### src/rtl/lfsr_sat_counter.sv
// Saturating up-counter with synchronous clear; clear takes priority over increment.
module lfsr_sat_counter #(
  parameter int CNT_W = 16
) (
  input  logic             clk,
  input  logic             reset,
  input  logic             inc,
  input  logic             clr,
  output logic [CNT_W-1:0] count
);

  logic [CNT_W-1:0] count_r;

  // Count register: clear wins, then increment until all-ones.
  always_ff @(posedge clk or posedge reset) begin
    if (reset) begin
      count_r <= '0;
    end else if (clr) begin
      count_r <= '0;
    end else if (inc && (count_r != {CNT_W{1'b1}})) begin
      count_r <= count_r + {{(CNT_W-1){1'b0}}, 1'b1};
    end else begin
      count_r <= count_r;
    end
  end

  assign count = count_r;

endmodule

### config.mk
export PLATFORM = sky130hd
export DESIGN_NAME = lfsr_sat_counter
export DESIGN_NICKNAME = d
export VERILOG_FILES = /design/src/rtl/lfsr_sat_counter.sv
export SDC_FILE = /design/constraint.sdc
export NUM_CORES = 1
export LEC_CHECK = 0
export BUFFER_PORTS_ARGS = -buffer_cell sky130_fd_sc_hd__buf_2
export CORE_MARGIN = 2
export CORE_UTILIZATION = 42
export CTS_CLUSTER_SIZE = 10
export DETAILED_ROUTE_END_ITERATION = 10
export PLACE_DENSITY = 0.64
export SLEW_MARGIN = 10
export SYNTH_ARGS = -nofsm -noshare
export SYNTH_HDL_FRONTEND = slang
export SYNTH_SLANG_ARGS = --single-unit
### constraint.sdc
create_clock -name clk -period 1.8 [get_ports clk]
set_clock_uncertainty 0.2 [all_clocks]
set_input_delay 0.45 -clock clk [delete_from_list [all_inputs] [get_ports clk]]
set_output_delay 0.45 -clock clk [all_outputs]
set_load 0.005 [all_outputs]
# ---- Word level (Yosys, flattened, before mapping)
# Index checks and enable logic that the tools add are counted.
dict set report classes {
  n_lt_le_gt_ge 0
  n_shift 0
  eq_ne 1
  div_mod_pow 0
  n_bitwise 0
  multipliers 0
  n_mux 2
  n_reduce_logical 2
  addsub 1
}
# operator n
set op_table {}
lappend op_table {{16-bit two-way mux} 2}
lappend op_table {{16-bit by 1-bit adder with 16-bit output (second input constant)} 1}
lappend op_table {{16-bit inequality test (second input constant)} 1}
lappend op_table {{2-bit nonzero test} 1}
lappend op_table {{1-bit logical AND} 1}
dict set report word_totals {
  ram_bits 0
  ff_bits 16
  latch_bits 0
  input_bits 4
  output_inout_bits 16
  n_memories 0
  wordCells 7
  romBits 0
}

# ---- Logic depth before layout (Yosys ltp)
# Gate-level depths: netlist of the first run.
dict set report logic_depth {
  depth_word 4
  ltp_mapped 6
}

# ---- Least setup slack after synthesis of the first run
# No wires, ideal clock.
dict set report synth_timing {
  path_type {in2reg}
  from {input inc}
  to {register count_r[13] (netlist: count[13])}
  arrival_ns 1.734
  setup_time_ns 0.078
  cell_stages 5
  path_buffers 1
  setup_slack_ns -0.211
  path_cell_list {clkbuf_2 nand3_1 or4_4 or4_1 a21oi_1}
}
dict set report synth_between {
  elab_chain_len 2
}
# item line_no
set synth_lines {}
lappend synth_lines {{start: declaration} 7} ;# input logic inc,
lappend synth_lines {{1-bit logical AND} 20} ;# end else if (inc && (count_r != {CNT_W{1'b1}})) begin
lappend synth_lines {{2-bit nonzero test (no line)} -}
lappend synth_lines {{end signal: assignment} 21} ;# count_r <= count_r + {{(CNT_W-1){1'b0}}, 1'b1};
lappend synth_lines {{end signal: assignment} 23} ;# count_r <= count_r;
lappend synth_lines {{end: declaration} 12} ;# logic [CNT_W-1:0] count_r;
# No other way between the ends.
# A chain may end at the register's enable or synchronous reset.

# ---- Worst setup path in the final report of the first run
dict set report layout_timing {
  from {register count_r[0] (netlist: count[0])}
  to {register count_r[13] (netlist: count[13])}
}
dict set report layout_between {
  elab_chain_len 3
}
# item line_no
set layout_lines {}
lappend layout_lines {{16-bit by 1-bit adder with 16-bit output / 16-bit inequality test (equally long branches)} {21, 20}}
lappend layout_lines {{16-bit two-way mux / 1-bit logical AND (equally long branches)} 20}
lappend layout_lines {{16-bit two-way mux / 2-bit nonzero test (equally long branches)} -}
# Several ways; a longest one is shown, not always the timed one. The select of a mux whose other input is x is not followed.

==> metrics.cfg, run 1 <==
[run_status]
outcome=complete, but fails checks
violations=setup timing

[floorplanning]
dieHeight_um=51.1
rows=17
core_area_um2=2150
start_util_pct=43.4
die-width_um=51.1
dieArea_um2=2610
io_pins=20

[setup_path]
critPathKind=reg -> reg
cp_num_cells=6
crit_fanout=5
ff2ff_path_depth=6
r2r_slack_ps=-180
cp_cell_sequence=buf_12, nand3_4, or4_4, buf_4, o31ai_1, a21oi_2
r2r-end=count[13]
critPathCaptureType=flop
crit_arrival_ps=1960
start_kind=flop
crit_family=simple AND/OR/NAND/NOR gates
slowest_stage=or4_4
max_stage_delay_ps=540
r2r-start=count[0]
crit_required_ps=1790
cp_num_buf_inv=2

[drt]
vias_per_cell=5.86
vias=1114
drc=0
firstDrtPassIters=4
drtIter0Drc=8
wl_mm=3.17
detail_route.wl_per_cell_um=16.7
antenna_left=0

[timing]
setup_viol=9
hold_viol=0
worst_pin_slew_ps=422
max_freq_mhz=506
worst_slack_ps=-177
rsz0062_at_grt=true
fin_crit_sh_pct=110
max_slew_margin_pct=71.7
finalWorstPathRequiredPeriod_ps=1980
slew_viol_final=0

[synth]
ys_types=29
syn_area_per_cell_um2=9.23
syn_area_um2=932
yosys_warnings=0
ys_seq_area_share_pct=43.0
synth_seq_cells=16
syn_nets=106
synth_cells=101

[placed_design]
port_buffers=19
gp_congestion=0.766
dpl.hpwl_mm=1.86
placed_cell_area_um2=1340

[clock_network]
numCtsBuffers=3
clk_pin_slew_worst_paths_ps=100
insertion_delay_ps=290
cts_tree=built
htree_levels=1
cts_sinks=16
ctsLongestPathBuffers=2
root_buffer=clkbuf_4

[finish]
antenna-diode-count=0
nets=168
drive_above_1_share_pct=61.7
syn2layout_area_growth_pct=74.4
final_area_um2=1630
final_common_cell=buf_4
fillCellCount=166
final_cell_mix=buf_4, buf_2, dfrtp_1
largest_register_ffs=16
final_util_pct=75.7

[run]
drv_cap=0

[grt]
grt_pass1_wl_mm=4.69
grt_max_degree=17
grt_overflow=0
grt_usage_pct=24.0
grt_pass1_vias=1073
antenna_found_initial=0

[min_path]
holdPathEnd=count[5]
hp-class=in -> reg
min_from=clr
hold_path_depth=2

[power]
power_density_nw_per_um2=438
power_leakage_nw=0.733
fin_total_pwr_mw=0.711
peakVddDrop_uv=481

==> logic make-up (layout without fill, tap and decap cells) <==
kind of cell / Yosys count / in the layout / share of synthesized area (%)
buffers and inverters: 7 / 68 / 3.89
AO/OA/AOI/OAI: 25 / 25 / 15.7
multiplexers: 3 / 3 / 3.49
flip-flops: 16 / 16 / 43.0
AND/OR/NAND/NOR: 49 / 49 / 32.6
adder cells (fa/ha/maj): 1 / 1 / 1.34
==> layer usage <==
metal	GRT usage [%]	wire [um]
met4	8.11	58
met1	29.2	1280
met2	43.5	1730
met5	0	0
met3	2.63	100
==> cell type report <==
class / instances / area, um^2 / share of cell area (%)
multi-input cells: 78 / 662 / 40.7
repair buffers: 61 / 475 / 29.3
flip-flops and latches: 16 / 405 / 24.9
clock buffers: 4 / 36.3 / 2.23
well taps: 28 / 35.0 / 2.16
inverters: 3 / 11.3 / 0.693
==> metrics by stage <==
stage / std cells / setup WS [ps] / hold slack, ps / setup TNS (ps)
detailed placement: 177 / -158 / 265 / -659
finish: 190 / -177 / 249 / -655
global route: 190 / -252 / 257 / -1410
floorplan: 101 / -134 / 164 / -407
CTS: 186 / -154 / 245 / -414
global placement: 177 / -119 / 265 / -425
==> Yosys cell counts <==
master | number | area, um^2
a21oi_1 | 12 | 60.1
a31oi_1 | 1 | 6.26
and4_1 | 1 | 8.76
buf_4 | 1 | 7.51
clkbuf_1 | 1 | 3.75
clkbuf_2 | 1 | 5.00
dfrtp_1 | 16 | 400
dlygate4sd1_1 | 1 | 8.76
ha_1 | 1 | 12.5
inv_1 | 3 | 11.3
mux2_2 | 2 | 22.5
mux2i_1 | 1 | 10.0
nand2_1 | 6 | 22.5
nand2b_1 | 2 | 12.5
nand3_1 | 7 | 35.0
nand4_1 | 4 | 25.0
nand4_4 | 1 | 21.3
nor2_1 | 3 | 11.3
nor2b_1 | 3 | 18.8
nor3_1 | 4 | 20.0
nor4_1 | 3 | 18.8
o21ai_0 | 5 | 25.0
o31ai_1 | 5 | 37.5
o41ai_1 | 2 | 17.5
or3_1 | 6 | 37.5
or3_2 | 1 | 7.51
or4_1 | 6 | 45.0
or4_2 | 1 | 8.76
or4_4 | 1 | 11.3
==> repair_timing <==
| item | in CTS | in global routing |
|---|---|---|
| hold buffers | 1 | 0 |
| setup endpoints to repair | 10 | 13 |
| pin swaps | 6 | 16 |
| endpoints found under the hold margin | 16 | 0 |
| gates cloned | 0 | 0 |
| gates resized for setup | 19 | 25 |
| setup buffers | 4 | 4 |
==> power by group <==
| part | internal [mW] | total, mW | switching (mW) |
|---|---|---|---|
| Clock | 0.123 | 0.246 | 0.123 |
| Sequential | 0.364 | 0.371 | 0.00668 |
| Combinational | 0.0520 | 0.0942 | 0.0422 |
| Total | 0.540 | 0.711 | 0.171 |
==> worst register-to-register path: cells and delay by family, from the launching register on <==
| kind | cells | cell delay [ps] |
|---|---|---|
| AOI/OAI and AO/OA | 2 | 360 |
| DFF | 1 | 440 |
| and+or+nand+nor | 2 | 600 |
| buffers and inverters | 2 | 270 |
==> worst max path at each step <==
stage / from / endpoint / slack, ps
CTS: count[10] / count[13] / -150
detailed placement: inc / count[13] / -160
floorplan: count[2] / count[13] / -130
global placement: inc / count[13] / -120
finish: count[0] / count[13] / -180
global route: count[0] / count[13] / -250
No activity file was read; power rests on OpenSTA's default activity.
==> run 2, diff against run 1 <==
CORE_ASPECT_RATIO = 1.5   (was unset)
==> run 2 against run 1 <==
- the run still ends with setup timing left
- sequential share of layout area is 1.7 points higher
- hold slack better by 16 ps
- die area is 0.30% higher
- clock-buffer cell count stayed put
- cell count is 4.2% lower
- total power is 0.73% lower
- sequential cell count stayed put
- register-to-register slack better by 60 ps
- critical path depth is 1 lower
- first-iteration DRC count grew to 3.3 times the previous value
- core utilization is 1.7 points lower
- global-route usage is 1.5 points lower
- largest power group unchanged
- highest routed layer unchanged
==> metrics.cfg, run 2 (synthesis gave the netlist of run 1 again) <==
[run_status]
outcome=complete, but fails checks
violations=setup timing

[clock_network]
numCtsBuffers=3
clk_pin_slew_worst_paths_ps=100
root_buffer=clkbuf_4
insertion_delay_ps=290
cts_tree=built
ctsLongestPathBuffers=2
htree_levels=1
cts_sinks=16

[setup_path]
ff2ff_path_depth=5
crit_path_frequent_cell=or4_4
critPathCaptureType=flop
crit_arrival_ps=1950
critPathKind=reg -> reg
cp_cell_sequence=buf_12, nand3_4, or4_4, or4_4, a21oi_2
r2r-end=count[13]
crit_required_ps=1830
r2r_slack_ps=-120
cp_num_buf_inv=1
crit_fanout=5
crit_family=simple AND/OR/NAND/NOR gates
slowest_stage=or4_4
r2r-start=count[0]
max_stage_delay_ps=510
start_kind=flop

[grt]
grt_overflow=0
grt_max_degree=17
antenna_found_initial=0
grt_pass1_vias=1035
grt_pass1_wl_mm=4.40
grt_usage_pct=22.5

[finish]
nets=166
fin_cells=182
antenna-diode-count=0
syn2layout_area_growth_pct=62.8
drive_above_1_share_pct=58.8
regArea_um2=404
final_common_cell=buf_4
multiInputGateArea_um2=624
fillCellCount=167
largest_register_ffs=16
final_cell_mix=buf_4, buf_2, dfrtp_1
final_util_pct=74.0

[power]
power_leakage_nw=0.694
p_int_mw=0.534
switchingPower_mw=0.172
seqPwrFrac_pct=52.4
combPwrFrac_pct=12.6
peakVddDrop_uv=352
power_density_nw_per_um2=465
switching_share_pct=24.3
power_frac_clock_pct=35.0

[floorplanning]
io_pins=20
core_area_um2=2050
dieHeight_um=61.7
die-width_um=42.5
start_util_pct=45.4
rows=20
dieArea_um2=2620

[timing]
hold_viol=0
setup_viol=4
max_slew_margin_pct=70.7
slew_viol_final=0
fin_crit_sh_pct=107
worst_pin_slew_ps=434
setup_tns_ps=-235
worst_slack_ps=-121
max_freq_mhz=521
rsz0062_at_grt=true
finalWorstPathRequiredPeriod_ps=1920

[drt]
detail_route.wl_per_cell_um=15.4
wl_mm=2.81
drc=0
antenna_left=0
drtIter0Drc=26
firstDrtPassIters=4
vias=1056
vias_per_cell=5.80

[placed_design]
dp_slack_ps=-151
port_buffers=19
gp_congestion=0.800
dpl.cell_count=172
dpl.hpwl_mm=1.94

[run]
drv_cap=0

[min_path]
holdPathEnd=count[7]
min_from=clr
hold_path_depth=2
hp-class=in -> reg

==> run 2: layer usage <==
layer	wire length (um)	vias to the layer above	track usage (%)
met2	1540	18	43.5
met3	66	5	2.60
met5	0	-	0
met1	1170	522	24.9
met4	36	0	9.38
li1	-	511	-
==> run 2: cell type report <==
| type | instances | share of cell area [%] |
|---|---|---|
| tap | 22 | 1.81 |
| clock buffer | 4 | 2.39 |
| inverter | 3 | 0.742 |
| multi-input combinational | 78 | 41.1 |
| timing repair buffer | 59 | 27.3 |
| sequential | 16 | 26.6 |
==> run 2: worst max-delay path by stage <==
stage	from	end	slack (ps)	depth (start not counted)
after floorplan	count[2]	count[13]	-130	4
after global placement	inc	count[13]	-110	5
after detailed placement	inc	count[13]	-150	5
after CTS	count[0]	count[13]	-120	5
after global routing	count[2]	count[13]	-180	4
final	count[0]	count[13]	-120	5
==> run 2: through the flow <==
step | power [mW] | instance area, um^2 | hold WS [ps]
after floorplan | 0.412 | 976 | 164
after global placement | 0.449 | 1320 | 262
after detailed placement | 0.452 | 1320 | 274
after CTS | 0.710 | 1440 | 249
after global routing | 0.731 | 1520 | 271
final | 0.706 | 1520 | 265
==> run 2: power by group through the flow <==
stage	Combinational, mW	Clock, mW	Sequential [mW]
4_1_cts	0.0878	0.253	0.370
3_3_place_gp	0.0734	0	0.376
3_5_place_dp	0.0761	0	0.376
6_report	0.0888	0.247	0.370
5_1_grt	0.0969	0.263	0.371
2_1_floorplan	0.0329	0	0.379
==> run 2: timing repair <==
item	in CTS	in global routing
endpoints found under the hold margin	16	0
pin swaps	10	3
resized for setup	11	16
setup buffers	4	1
cloned	0	0
hold buffers	1	0
endpoints found under the setup margin	9	13
==> run 3, diff against run 2 <==
CAP_MARGIN = 40   (was unset)
RECOVER_POWER = 50   (was unset)
==> run 3 against run 2 <==
- the run still ends with setup timing left
- sequential cell count did not move
- sequential power barely moved
- die area did not move
- clock-buffer cell count did not move
- worst setup slack got worse by 1.4 ps
- first-iteration DRC count fell by 12%
- fmax barely moved
- cell count did not move
- clock power barely moved
- final area fell by 0.41%
- critical endpoint unchanged
- highest routed layer unchanged
==> metrics.cfg, run 3 (synthesis gave the netlist of run 1 again) <==
[drt]
drtIter0Drc=23
vias=1056
firstDrtPassIters=5
vias_per_cell=5.80
drc=0
antenna_left=0
detail_route.wl_per_cell_um=15.4
wl_mm=2.81

[finish]
regArea_um2=404
final_common_cell=buf_4
final_area_um2=1510
nets=166
fillCellCount=168
final_util_pct=73.7
multiInputGateArea_um2=624
antenna-diode-count=0
final_cell_mix=buf_4, buf_2, dfrtp_1
largest_register_ffs=16
syn2layout_area_growth_pct=62.1
drive_above_1_share_pct=58.1
fin_cells=182

[clock_network]
insertion_delay_ps=300
cts_sinks=16
root_buffer=clkbuf_4
clk_pin_slew_worst_paths_ps=100
htree_levels=1
numCtsBuffers=3
ctsLongestPathBuffers=2
cts_tree=built

[timing]
setup_viol=4
max_freq_mhz=520
slew_viol_final=0
rsz0062_at_grt=true
max_slew_margin_pct=70.6
hold_viol=0
finalWorstPathRequiredPeriod_ps=1920
worst_slack_ps=-122
worst_pin_slew_ps=435
fin_crit_sh_pct=107

[power]
seqPwrFrac_pct=52.2
power_frac_clock_pct=35.3
fin_total_pwr_mw=0.708
p_int_mw=0.534
power_density_nw_per_um2=468
combPwrFrac_pct=12.4
switching_share_pct=24.6
power_leakage_nw=0.689
switchingPower_mw=0.174
peakVddDrop_uv=353

[setup_path]
critPathKind=reg -> reg
start_kind=flop
crit_arrival_ps=1960
crit_fanout=5
crit_required_ps=1840
critPathCaptureType=flop

[placed_design]
dpl.cell_count=172
dp_slack_ps=-151
gp_congestion=0.800
dpl.hpwl_mm=1.94
placed_cell_area_um2=1320
port_buffers=19

[min_path]
hp-class=in -> reg

[floorplanning]
die-width_um=42.5
dieHeight_um=61.7
dieArea_um2=2620
start_util_pct=45.4
io_pins=20
core_area_um2=2050
rows=20

[grt]
grt_overflow=0
grt_pass1_vias=1035
grt_usage_pct=22.5
grt_pass1_wl_mm=4.40
grt_max_degree=17
antenna_found_initial=0

[run]
drv_cap=0

[run_status]
outcome=complete, but fails checks
violations=setup timing

==> run 3: worst paths after layout <==
kind,from,to,slack [ps],depth (start not counted)
setup reg to reg,count[0],count[13],-120,5
setup / recovery,count[0],count[13],-120,5
min in group asynchronous,reset,count[5],560,4
max in group asynchronous,reset,count[8],510,4
hold / removal,clr,count[7],260,2
hold reg to reg,count[13],count[13],470,3
==> run 3: power by group through the flow <==
stage	clock, mW	combinational [mW]	sequential, mW
global placement	0	0.0734	0.376
floorplan	0	0.0329	0.379
detailed placement	0	0.0761	0.376
global route	0.263	0.0961	0.371
finish	0.250	0.0881	0.370
CTS	0.253	0.0878	0.370
==> run 3: metrics by stage <==
stage / hold WS, ps / setup TNS (ps)
after floorplan: 164 / -407
after global placement: 262 / -329
after detailed placement: 274 / -509
after CTS: 249 / -191
after global routing: 271 / -809
final: 260 / -245
==> run 3: layout make-up <==
type / count / area share [%]
inverter: 3 / 0.745
tap: 22 / 1.82
clock buffer: 4 / 2.40
sequential: 16 / 26.7
multi-input combinational: 78 / 41.3
timing repair buffer: 59 / 27.0
==> run 3: what timing repair did <==
action,in CTS,in global routing
endpoints found under the setup margin,9,13
setup buffers,4,1
pin swaps,10,3
resized for setup,11,16
hold endpoints to repair,16,0
hold buffers,1,0
==> run 3: critical path, cell delays in order (launching register included) <==
cell and delay, ps:
dfrtp_2 440, buf_12 120, nand3_4 50, or4_4 510, or4_4 430, a21oi_2 120
==> run 3: metal layers <==
layer  track usage, %  wire (um)
met3             2.60         66
met2             43.5       1530
met1             24.9       1170
met4             9.38         45
met5                0          0
